$ cat src/rtl/pid_pkg.sv
// Shared types and constants for the PID output stage: dead-time FSM states and
// the PWM period / duty widths.
package pid_pkg;
  localparam int DUTY_W = 8;
  localparam logic [DUTY_W-1:0] PWM_MAX = 8'd254;

  typedef enum logic [1:0] {
    IDLE,
    HI_ON,
    LO_ON,
    DT
  } dt_state_t;
endpackage

$ cat src/rtl/pid_pwm_driver_if.sv
// Control-word bus between the PID stage (master) and the PWM driver (slave).
interface pid_pwm_driver_if;
  import pid_pkg::*;

  logic              enable;
  logic [DUTY_W-1:0] duty_in;
  logic              duty_valid;
  logic              pwm_hi;
  logic              pwm_lo;
  logic              period_start;
  logic [DUTY_W-1:0] duty_active;
  logic              pending;

  modport master (
    output enable, duty_in, duty_valid,
    input  pwm_hi, pwm_lo, period_start, duty_active, pending
  );

  modport slave (
    input  enable, duty_in, duty_valid,
    output pwm_hi, pwm_lo, period_start, duty_active, pending
  );
endinterface

$ cat src/rtl/pwm_deadtime.sv
// Dead-time FSM: turns the raw PWM level into a break-before-make high/low pair.
// Outputs come straight from flops so the pins never see decode glitches.
module pwm_deadtime
  import pid_pkg::*;
#(
  parameter int DEADTIME = 4
) (
  input  logic clk,
  input  logic rst,
  input  logic enable,
  input  logic raw,
  output logic pwm_hi,
  output logic pwm_lo
);

  localparam int DtLoad = (DEADTIME > 0) ? DEADTIME - 1 : 0;

  dt_state_t  state_q, state_d;
  logic [3:0] dt_cnt_q, dt_cnt_d;
  logic       hi_q, lo_q;
  logic       leave;

  // NOTE: every always_comb output gets a default first, so no path leaves a
  // variable unassigned and no latch is inferred; blocking '=' is correct here.
  always_comb begin
    state_d  = state_q;
    dt_cnt_d = dt_cnt_q;
    leave    = 1'b0;
    if (!enable) begin
      state_d = IDLE;
    end else begin
      case (state_q)
        IDLE:    leave = 1'b1;
        HI_ON:   leave = !raw;
        LO_ON:   leave = raw;
        DT: begin
          // raw is sampled at expiry, not on entry, so short pulses collapse
          if (dt_cnt_q == 4'd0) state_d = raw ? HI_ON : LO_ON;
          else                  dt_cnt_d = dt_cnt_q - 4'd1;
        end
        default: state_d = IDLE;
      endcase
      if (leave) begin
        if (DEADTIME == 0) begin
          state_d = raw ? HI_ON : LO_ON;
        end else begin
          state_d  = DT;
          dt_cnt_d = 4'(DtLoad);
        end
      end
    end
  end

  // NOTE: sequential state uses non-blocking '<=' so all flops update together
  // from values sampled at the same edge.
  always_ff @(posedge clk) begin
    if (rst) begin
      state_q  <= IDLE;
      dt_cnt_q <= '0;
      hi_q     <= 1'b0;
      lo_q     <= 1'b0;
    end else begin
      state_q  <= state_d;
      dt_cnt_q <= dt_cnt_d;
      hi_q     <= (state_d == HI_ON);
      lo_q     <= (state_d == LO_ON);
    end
  end

  assign pwm_hi = hi_q;
  assign pwm_lo = lo_q;

endmodule

$ cat src/rtl/pid_pwm_driver.sv
// PWM driver top: prescaler, 255-tick period counter, double-buffered duty and
// the duty compare feeding the dead-time stage.
module pid_pwm_driver
  import pid_pkg::*;
#(
  parameter int PRESCALE = 1,
  parameter int DEADTIME = 4
) (
  input logic               clk,
  input logic               rst,
  pid_pwm_driver_if.slave   bus
);

  logic [7:0]        presc_q, presc_d;
  logic [7:0]        cnt_q, cnt_d;
  logic [DUTY_W-1:0] shadow_q, shadow_d;
  logic [DUTY_W-1:0] active_q, active_d;
  logic              pending_q, pending_d;
  logic              ps_q, ps_d;
  logic              raw_q, raw_d;
  logic              en_q;
  logic              tick, wrap;

  assign tick = (presc_q == 8'(PRESCALE - 1));
  assign wrap = tick && (cnt_q == PWM_MAX);

  always_comb begin
    presc_d   = presc_q;
    cnt_d     = cnt_q;
    shadow_d  = shadow_q;
    active_d  = active_q;
    pending_d = pending_q;
    ps_d      = 1'b0;
    raw_d     = 1'b0;

    // shadow capture runs regardless of enable; last write in a period wins
    if (bus.duty_valid) begin
      shadow_d  = bus.duty_in;
      pending_d = 1'b1;
    end

    if (!bus.enable) begin
      presc_d = '0;
      cnt_d   = '0;
    end else if (!en_q) begin
      presc_d   = '0;
      cnt_d     = '0;
      active_d  = bus.duty_valid ? bus.duty_in : shadow_q;
      pending_d = 1'b0;
      ps_d      = 1'b1;
    end else begin
      raw_d = (cnt_q < active_q);
      if (tick) begin
        presc_d = '0;
        cnt_d   = wrap ? '0 : cnt_q + 8'd1;
      end else begin
        presc_d = presc_q + 8'd1;
      end
      // a write landing on the wrap edge bypasses the shadow
      if (wrap) begin
        active_d  = bus.duty_valid ? bus.duty_in : shadow_q;
        pending_d = 1'b0;
        ps_d      = 1'b1;
      end
    end
  end

  always_ff @(posedge clk) begin
    if (rst) begin
      presc_q   <= '0;
      cnt_q     <= '0;
      shadow_q  <= '0;
      active_q  <= '0;
      pending_q <= 1'b0;
      ps_q      <= 1'b0;
      raw_q     <= 1'b0;
      en_q      <= 1'b0;
    end else begin
      presc_q   <= presc_d;
      cnt_q     <= cnt_d;
      shadow_q  <= shadow_d;
      active_q  <= active_d;
      pending_q <= pending_d;
      ps_q      <= ps_d;
      raw_q     <= raw_d;
      en_q      <= bus.enable;
    end
  end

  pwm_deadtime #(
    .DEADTIME (DEADTIME)
  ) u_deadtime (
    .clk    (clk),
    .rst    (rst),
    .enable (bus.enable),
    .raw    (raw_q),
    .pwm_hi (bus.pwm_hi),
    .pwm_lo (bus.pwm_lo)
  );

  assign bus.period_start = ps_q;
  assign bus.duty_active  = active_q;
  assign bus.pending      = pending_q;

endmodule

$ cat src/flat_wrapper.sv
// flat-port wrapper written by rule: the top's interface ports become plain ports
module pid_pwm_driver_flat import pid_pkg::*;
#(
  parameter int PRESCALE = 1,
  parameter int DEADTIME = 4
)
  (clk, rst, bus_enable, bus_duty_in, bus_duty_valid, bus_pwm_hi, bus_pwm_lo, bus_period_start, bus_duty_active, bus_pending);
  pid_pwm_driver_if bus_i ();
  input logic clk;
  input logic rst;
  input wire logic [$bits(bus_i.enable)-1:0] bus_enable;
  input wire logic [$bits(bus_i.duty_in)-1:0] bus_duty_in;
  input wire logic [$bits(bus_i.duty_valid)-1:0] bus_duty_valid;
  output wire logic [$bits(bus_i.pwm_hi)-1:0] bus_pwm_hi;
  output wire logic [$bits(bus_i.pwm_lo)-1:0] bus_pwm_lo;
  output wire logic [$bits(bus_i.period_start)-1:0] bus_period_start;
  output wire logic [$bits(bus_i.duty_active)-1:0] bus_duty_active;
  output wire logic [$bits(bus_i.pending)-1:0] bus_pending;
  assign bus_i.enable = bus_enable;
  assign bus_i.duty_in = bus_duty_in;
  assign bus_i.duty_valid = bus_duty_valid;
  assign bus_pwm_hi = bus_i.pwm_hi;
  assign bus_pwm_lo = bus_i.pwm_lo;
  assign bus_period_start = bus_i.period_start;
  assign bus_duty_active = bus_i.duty_active;
  assign bus_pending = bus_i.pending;
  pid_pwm_driver #(.PRESCALE(PRESCALE), .DEADTIME(DEADTIME)) u_core (.clk(clk), .rst(rst), .bus(bus_i));
endmodule
$ cat config.mk
export PLATFORM = sky130hd
export DESIGN_NAME = pid_pwm_driver_flat
export DESIGN_NICKNAME = d
export VERILOG_FILES = /design/src/rtl/pid_pkg.sv /design/src/rtl/pid_pwm_driver_if.sv /design/src/rtl/pwm_deadtime.sv /design/src/rtl/pid_pwm_driver.sv /design/src/flat_wrapper.sv
export SDC_FILE = /design/constraint.sdc
export NUM_CORES = 1
export LEC_CHECK = 0
export ABC_AREA = 0
export CORE_MARGIN = 2
export CORE_UTILIZATION = 51
export CTS_BUF_LIST = sky130_fd_sc_hd__clkbuf_4
export CTS_CLUSTER_DIAMETER = 40
export DETAILED_ROUTE_END_ITERATION = 8
export PLACE_DENSITY = 0.8
export SYNTH_ARGS = -nofsm -noshare
export SYNTH_HDL_FRONTEND = slang
export SYNTH_SLANG_ARGS = --single-unit
export TNS_END_PERCENT = 1
$ cat constraint.sdc
create_clock -name clk -period 1.6 [get_ports clk]
set_clock_uncertainty 0.1 [all_clocks]
set_input_delay 0.16 -clock clk [delete_from_list [all_inputs] [get_ports clk]]
set_output_delay 0.16 -clock clk [all_outputs]
set_load 0.01 [all_outputs]
==> load_flow_metrics.sql, run 1 <==
INSERT INTO impl_metrics (metric_group, metric, value, unit) VALUES
('logic_synthesis', 'mapped_cells', '193', ''),
('final_layout', 'diodes', '0', ''),
('setup_path', 'critical_path_class', 'reg2reg', ''),
('timing', 'relSlewSlack', '78.93', '%'),
('setup_path', 'reg2reg_from', 'u_core.u_deadtime.dt_cnt_q[1]$_SDFFE_PP0P_', ''),
('logic_synthesis', 'netlist_area', '0.001932', 'mm²'),
('pwr', 'leakage', '1.140', 'nW'),
('placement', 'finalWeightedCongestion', '0.8381', ''),
('routing', 'routed_wire_length_per_instance', '12.68', 'µm'),
('logic_synthesis', 'synthDominantCellAreaShare', '45.60', '%'),
('die', 'core', '0.003661', 'mm²'),
('grt', 'antenna_violations_before_repair', '0', ''),
('routing', 'route.detailed.drc', '0', ''),
('cts', 'clock_tree.htree_level_count', '2', ''),
('timing', 'timing.final.crit_period', '1.647', 'ns'),
('routing', 'drt_first_pass_iters', '4', ''),
('pwr', 'power.clock.fraction', '26.0', '%'),
('setup_path', 'r2r.worst_path.cells', '6', ''),
('timing', 'worst_slew_pin_slew', '0.3147', 'ns'),
('grt', 'first_global_vias', '1576', ''),
('setup_path', 'cp_data_required_time', '1.77', 'ns'),
('run_status', 'status', 'finished with violations', ''),
('setup_path', 'worstReg2RegEnd', 'u_core.u_deadtime.dt_cnt_q[0]$_SDFFE_PP0P_', ''),
('final_layout', 'post_route_cells_drive_above_1_share', '27.56', '%'),
('logic_synthesis', 'yosys_register_bits', '44', ''),
('run', 'max_cap_violations', '0', ''),
('run_status', 'violations_in_the_final_reports', 'negative setup slack', ''),
('grt', 'global_route.overflow_total', '0', ''),
('worst_hold_path', 'whs_endpoint', 'u_core.shadow_q[3]$_SDFF_PP0_', ''),
('setup_path', 'timing.critical_path.arrival', '1.82', 'ns'),
('logic_synthesis', 'synth_fp_nets', '217', ''),
('setup_path', 'crit_fanout', '3', ''),
('logic_synthesis', 'yosys_warnings', '0', ''),
('pwr', 'seqPwrFrac', '57.6', '%'),
('cts', 'cts_sinks', '44', ''),
('timing', 'setup_total_negative_slack', '-0.06494', 'ns'),
('final_layout', 'synthToLayoutAreaGrowth', '34.65', '%'),
('timing', 'setup_viol_count_final', '5', ''),
('placement', 'count_of_placed_standard_cells_including_taps', '289', ''),
('grt', 'grt_pass1_wl', '6.741', 'mm'),
('routing', 'ant_nets', '0', ''),
('pwr', 'pwr_density_cell', '788.4', 'mW/mm²'),
('placement', 'dp_hpwl', '2.820', 'mm'),
('setup_path', 'worst-r2r-setup-slack', '-0.05', 'ns'),
('worst_hold_path', 'worst_hold_startpoint', 'bus_duty_in[3]', ''),
('timing', 'post-route-worst-setup-slack', '-0.04727', 'ns'),
('setup_path', 'critPathLaunchType', 'flop', ''),
('cts', 'cell_chosen_for_the_clock_root', 'clkbuf_4', ''),
('placement', 'dpl-instance-area', '0.002459', 'mm²'),
('routing', 'drt_wl_total', '3.829', 'mm'),
('pwr', 'total_switching_power', '0.0004968', 'W'),
('grt', 'total_grt_usage', '20.71', '%'),
('die', 'start_util', '52.77', '%'),
('pwr', 'power.internal', '0.001554', 'W'),
('die', 'die-area', '0.004296', 'mm²'),
('timing', 'period_share', '103.0', '%'),
('final_layout', 'layout.cell_area.non_filler', '0.002601', 'mm²'),
('cts', 'clk_path_buf_depth', '2', ''),
('logic_synthesis', 'synth_cell_types', '38', ''),
('placement', 'post-place-ws', '-0.1410', 'ns'),
('timing', 'max_freq', '607.1', 'MHz'),
('cts', 'cts_tree', 'built', ''),
('logic_synthesis', 'synthTopCellsByArea', 'dfxtp_1, ha_1, mux2i_1', ''),
('timing', 'finalHoldViolations', '0', ''),
('worst_hold_path', 'hold_class', 'in2reg', ''),
('cts', 'postCtsHoldBufs', '0', ''),
('logic_synthesis', 'postSynthAreaPerCell', '10.01', 'µm²'),
('pwr', 'p_sw_share', '24.23', '%'),
('die', 'die-height', '65.55', 'µm'),
('die', 'boundaryPins', '24', ''),
('timing', 'grt_setup_unrepaired', 'yes', '');
stage by stage:
| step | hold slack (ns) | total power [W] |
|---|---|---|
| after floorplan | 0.1441 | 0.001342 |
| after global placement | 0.3654 | 0.001490 |
| after detailed placement | 0.3700 | 0.001499 |
| after global routing | 0.3604 | 0.002147 |
| final | 0.3361 | 0.002051 |
| after CTS | 0.3187 | 0.002050 |
registers in the layout, indices dropped and copies added (netlist names), 2 cells and up:
name / count
u_core.cnt_q: 8
u_core.bus.duty_active: 8
u_core.presc_q: 8
u_core.u_deadtime.dt_cnt_q: 4
u_core.shadow_q: 8
u_core.u_deadtime.state_q: 2
kinds of logic after synthesis:
kind of cell / Yosys count / synth area share [%]
and+or+nand+nor: 69 / 20.08
adders and majority gates: 12 / 7.772
DFF: 44 / 45.60
muxes: 10 / 5.182
xor gates and xnor gates: 13 / 5.894
buffers and inverters: 17 / 3.367
AOI/OAI and AO/OA: 28 / 12.11
worst max path at each step:
| stage | end | startpoint | slack, ns | cells after the start |
|---|---|---|---|---|
| CTS | u_core.bus.duty_active[6]$_SDFFE_PP0P_ | u_core.presc_q[0]$_SDFF_PP0_ | -0.01 | 6 |
| global route | u_core.bus.duty_active[5]$_SDFFE_PP0P_ | u_core.presc_q[1]$_SDFF_PP0_ | -0.12 | 7 |
| detailed placement | u_core.u_deadtime.dt_cnt_q[0]$_SDFFE_PP0P_ | u_core.u_deadtime.dt_cnt_q[0]$_SDFFE_PP0P_ | -0.14 | 6 |
| finish | u_core.u_deadtime.dt_cnt_q[0]$_SDFFE_PP0P_ | u_core.u_deadtime.dt_cnt_q[1]$_SDFFE_PP0P_ | -0.05 | 6 |
| global placement | u_core.u_deadtime.dt_cnt_q[0]$_SDFFE_PP0P_ | u_core.u_deadtime.dt_cnt_q[0]$_SDFFE_PP0P_ | -0.07 | 6 |
| floorplan | u_core.bus.duty_active[6]$_SDFFE_PP0P_ | u_core.presc_q[0]$_SDFF_PP0_ | -0.06 | 6 |
metal layers:
layer	part of all wire [%]	track usage, %
met4	2.3	9.375
met3	3.7	6.164
met5	0	0
met2	50	36.99
met1	44	22.41
cells in the mapped netlist:
cell type,n
nor2b_1,2
a31o_2,1
mux2i_1,10
or3_1,3
a21boi_4,1
inv_1,15
nand3_1,9
nor2_1,25
nand4_1,3
xnor2_1,2
ha_1,12
nor3_1,2
xor2_1,11
o22a_2,6
nor3_2,1
a2111oi_0,1
and3_1,7
buf_2,1
nand4_4,1
or3b_2,1
o21ai_0,2
nor4b_4,1
a21o_1,3
nand2_1,6
o2bb2ai_2,1
o22a_1,2
a21oi_1,4
and2_1,2
o2111ai_1,1
nand2b_1,2
dfxtp_1,44
clkbuf_1,1
a22oi_1,1
and4_1,3
o31a_1,1
a211oi_1,2
a31oi_1,2
and3_2,1
critical path, cell delays in order, from the launching register on:
cell	delay, ns
dfxtp_2	0.35
inv_2	0.07
ha_4	0.12
or3b_4	0.39
buf_4	0.15
and3_1	0.17
a211oi_2	0.21
power groups by stage:
stage | clock network [W] | registers [W] | logic (W)
CTS | 0.000546 | 0.00118 | 0.000325
finish | 0.000533 | 0.00118 | 0.000338
floorplan | 0 | 0.00121 | 0.000134
global route | 0.000588 | 0.00119 | 0.000370
detailed placement | 0 | 0.00120 | 0.000298
global placement | 0 | 0.00120 | 0.000290
placed cells by master (no fill, tap or decap), drive strengths merged, types with 3 or more instances in the layout:
cell type,count
clkbuf,7
mux2i,10
or3,3
nand2,6
inv,15
a21oi,4
nor3,3
nand3,9
o22a,8
buf,32
clkdlybuf4s50,22
and3,8
nand4,4
xor2,11
nor2,25
dfxtp,44
ha,12
a21o,3
and4,3
what timing repair did:
item                                    in CTS  in global routing
pin swaps                                    5                  7
setup buffers                                4                  1
resized for setup                           11                 11
endpoints found under the setup margin      15                 32
cell type report:
class | count | area (µm²)
Multi-Input combinational cell | 132 | 1040
Timing Repair Buffer | 55 | 498.0
Clock inverter | 1 | 3.754
Fill cell | 274 | 1060
Sequential cell | 44 | 890.9
Tap cell | 48 | 60.06
Inverter | 15 | 56.30
Clock buffer | 7 | 52.55
No activity file was read; power rests on OpenSTA's default activity.
==> run 2: changes to the inputs <==
CORE_MARGIN = 3   (was 2)
SLEW_MARGIN = 20   (was default)
==> load_flow_metrics.sql, run 2 (synthesis gave the netlist of run 1 again) <==
INSERT INTO impl_metrics (metric_group, metric, value, unit) VALUES
('run_status', 'status', 'finished with violations', ''),
('run_status', 'violations_in_the_final_reports', 'negative setup slack', ''),
('worst_hold_path', 'hold_class', 'in2reg', ''),
('die', 'die-height', '67.55', 'µm'),
('final_layout', 'layout.cells.most_common', 'dfxtp_1', ''),
('routing', 'drt_first_pass_iters', '4', ''),
('die', 'placementRows', '21', ''),
('pwr', 'leakage', '1.114', 'nW'),
('final_layout', 'finish.net_count', '271', ''),
('cts', 'clk-insertion-delay-late', '0.37', 'ns'),
('grt', 'antenna_violations_before_repair', '0', ''),
('routing', 'route.detailed.drc', '0', ''),
('timing', 'relSlewSlack', '77.43', '%'),
('timing', 'finalHoldViolations', '0', ''),
('die', 'start_util', '55.28', '%'),
('placement', 'port-buffer-count', '23', ''),
('cts', 'path_clk_slew', '0.14', 'ns'),
('grt', 'first_global_vias', '1600', ''),
('routing', 'ant_nets', '0', ''),
('placement', 'finalWeightedCongestion', '0.8140', ''),
('timing', 'post-route-worst-setup-slack', '-0.06822', 'ns'),
('placement', 'post-place-ws', '-0.1090', 'ns'),
('cts', 'cts-buffers-inserted', '5', ''),
('timing', 'period_share', '104.3', '%'),
('cts', 'post-cts-setup-buffer-count', '0', ''),
('setup_path', 'critical_path_class', 'reg2reg', ''),
('setup_path', 'crit_path_max_incr_delay', '0.35', 'ns'),
('routing', 'drtIter0Drc', '88', ''),
('pwr', 'pwr_density_cell', '865.0', 'mW/mm²'),
('routing', 'number_of_vias_after_detailed_routing', '1570', ''),
('setup_path', 'timing.critical_path.max_delay_family', 'simple AND/OR/NAND/NOR gates', ''),
('final_layout', 'final_cells', '294', ''),
('placement', 'count_of_placed_standard_cells_including_taps', '286', ''),
('cts', 'cts_sinks', '44', ''),
('timing', 'setup_viol_count_final', '12', ''),
('setup_path', 'cp_data_required_time', '1.82', 'ns'),
('setup_path', 'crit_fanout', '10', ''),
('final_layout', 'diodes', '0', ''),
('setup_path', 'worstPathBufferInverterCount', '2', ''),
('setup_path', 'crit_path_end_kind', 'flop', ''),
('cts', 'clock_tree.htree_level_count', '2', ''),
('cts', 'clk_path_buf_depth', '2', ''),
('timing', 'grt_setup_unrepaired', 'yes', ''),
('run', 'max_cap_violations', '0', ''),
('cts', 'cell_chosen_for_the_clock_root', 'clkbuf_4', ''),
('grt', 'global_route.overflow_total', '0', ''),
('routing', 'routed_wire_length_per_instance', '14.07', 'µm'),
('timing', 'worst_slew_pin_slew', '0.3372', 'ns'),
('die', 'boundaryPins', '24', ''),
('grt', 'pin_count_of_the_biggest_net_entering_global_routing', '16', ''),
('die', 'core', '0.003495', 'mm²'),
('timing', 'max_freq', '599.4', 'MHz'),
('final_layout', 'most-common-layout-cells', 'dfxtp_1, nor2_1, buf_4', ''),
('final_layout', 'post_route_cells_drive_above_1_share', '25.00', '%'),
('timing', 'timing.final.max_slew_violations', '0', ''),
('setup_path', 'critPathLaunchType', 'flop', ''),
('cts', 'cts_tree', 'built', ''),
('routing', 'drt_wl_total', '4.136', 'mm'),
('setup_path', 'timing.critical_path.arrival', '1.89', 'ns'),
('die', 'die_w', '67.55', 'µm'),
('routing', 'route.detailed.vias_per_inst', '5.340', ''),
('final_layout', 'synthToLayoutAreaGrowth', '33.61', '%'),
('pwr', 'peakVddDrop', '0.0005990', 'V'),
('timing', 'timing.final.crit_period', '1.668', 'ns'),
('setup_path', 'timing.critical_path.cells', 'inv_1, ha_1, nor4b_4, nand4_4, a21boi_4, buf_12, o22a_2', ''),
('grt', 'grt_pass1_wl', '7.203', 'mm'),
('placement', 'dp_hpwl', '2.947', 'mm'),
('die', 'die-area', '0.004562', 'mm²'),
('setup_path', 'worst_path_max_delay_cell', 'dfxtp_2', ''),
('grt', 'total_grt_usage', '21.30', '%');
## run 2: per-stage QoR
stage | util [%] | hold slack [ns] | total power (W) | cell area [µm²] | setup TNS, ns
floorplan | - | 0.1441 | 0.001342 | 1949 | -0.5243
global placement | 70.07 | 0.3635 | 0.001491 | 2449 | -0.1122
detailed placement | 70.07 | 0.3714 | 0.001501 | 2449 | -1.053
CTS | 73.04 | 0.3187 | 0.002228 | 2552 | -0.9418
global route | 73.86 | 0.3412 | 0.002325 | 2581 | -2.691
finish | 73.86 | 0.3353 | 0.002233 | 2581 | -0.5748
## run 2: worst register-to-register path, cell delays in order (launching register included)
cell and delay (ns):
dfxtp_2 0.35, inv_1 0.05, ha_1 0.15, nor4b_4 0.31, nand4_4 0.19, a21boi_4 0.19, buf_12 0.14, o22a_2 0.14
## run 2: final cells by class
type	instances	area [µm²]
clock inverters	3	46.29
inverters	15	56.30
flip-flops and latches	44	890.9
repair buffers	49	449.2
well taps	46	57.56
multi-input cells	132	1044
fillers	245	913.4
clock buffers	5	37.54
## run 2: what timing repair did
item / CTS / global route
hold endpoints to repair: 0 / 0
endpoints found under the setup margin: 31 / 39
hold buffers: 0 / 0
gates resized for setup: 8 / 9
pin swaps: 0 / 1
## run 2: final timing paths
kind                                                     from                                endpoint  slack, ns  cells after the start
worst max-delay path             u_core.presc_q[0]$_SDFF_PP0_  u_core.bus.duty_active[3]$_SDFFE_PP0P_      -0.07                      7
worst min-delay path                           bus_duty_in[1]           u_core.shadow_q[1]$_SDFF_PP0_       0.34                      3
worst max register to register   u_core.presc_q[0]$_SDFF_PP0_  u_core.bus.duty_active[3]$_SDFFE_PP0P_      -0.07                      7
worst min register to register  u_core.bus.pending$_SDFF_PP0_           u_core.bus.pending$_SDFF_PP0_       0.40                      2
## run 2: metal layers
layer | wire length [µm] | vias to the layer above | global-route usage (%)
li1 | - | 786 | -
met1 | 1854 | 739 | 25.70
met2 | 2017 | 32 | 34.75
met3 | 158 | 13 | 5.491
met4 | 107 | 0 | 10.89
met5 | 0 | - | 0
## run 2: power by group
group          total (W)  switching, W  internal (W)
registers        0.00118     0.0000336       0.00115
clock network   0.000726      0.000392      0.000334
logic           0.000324      0.000135      0.000189
total            0.00223      0.000561       0.00167
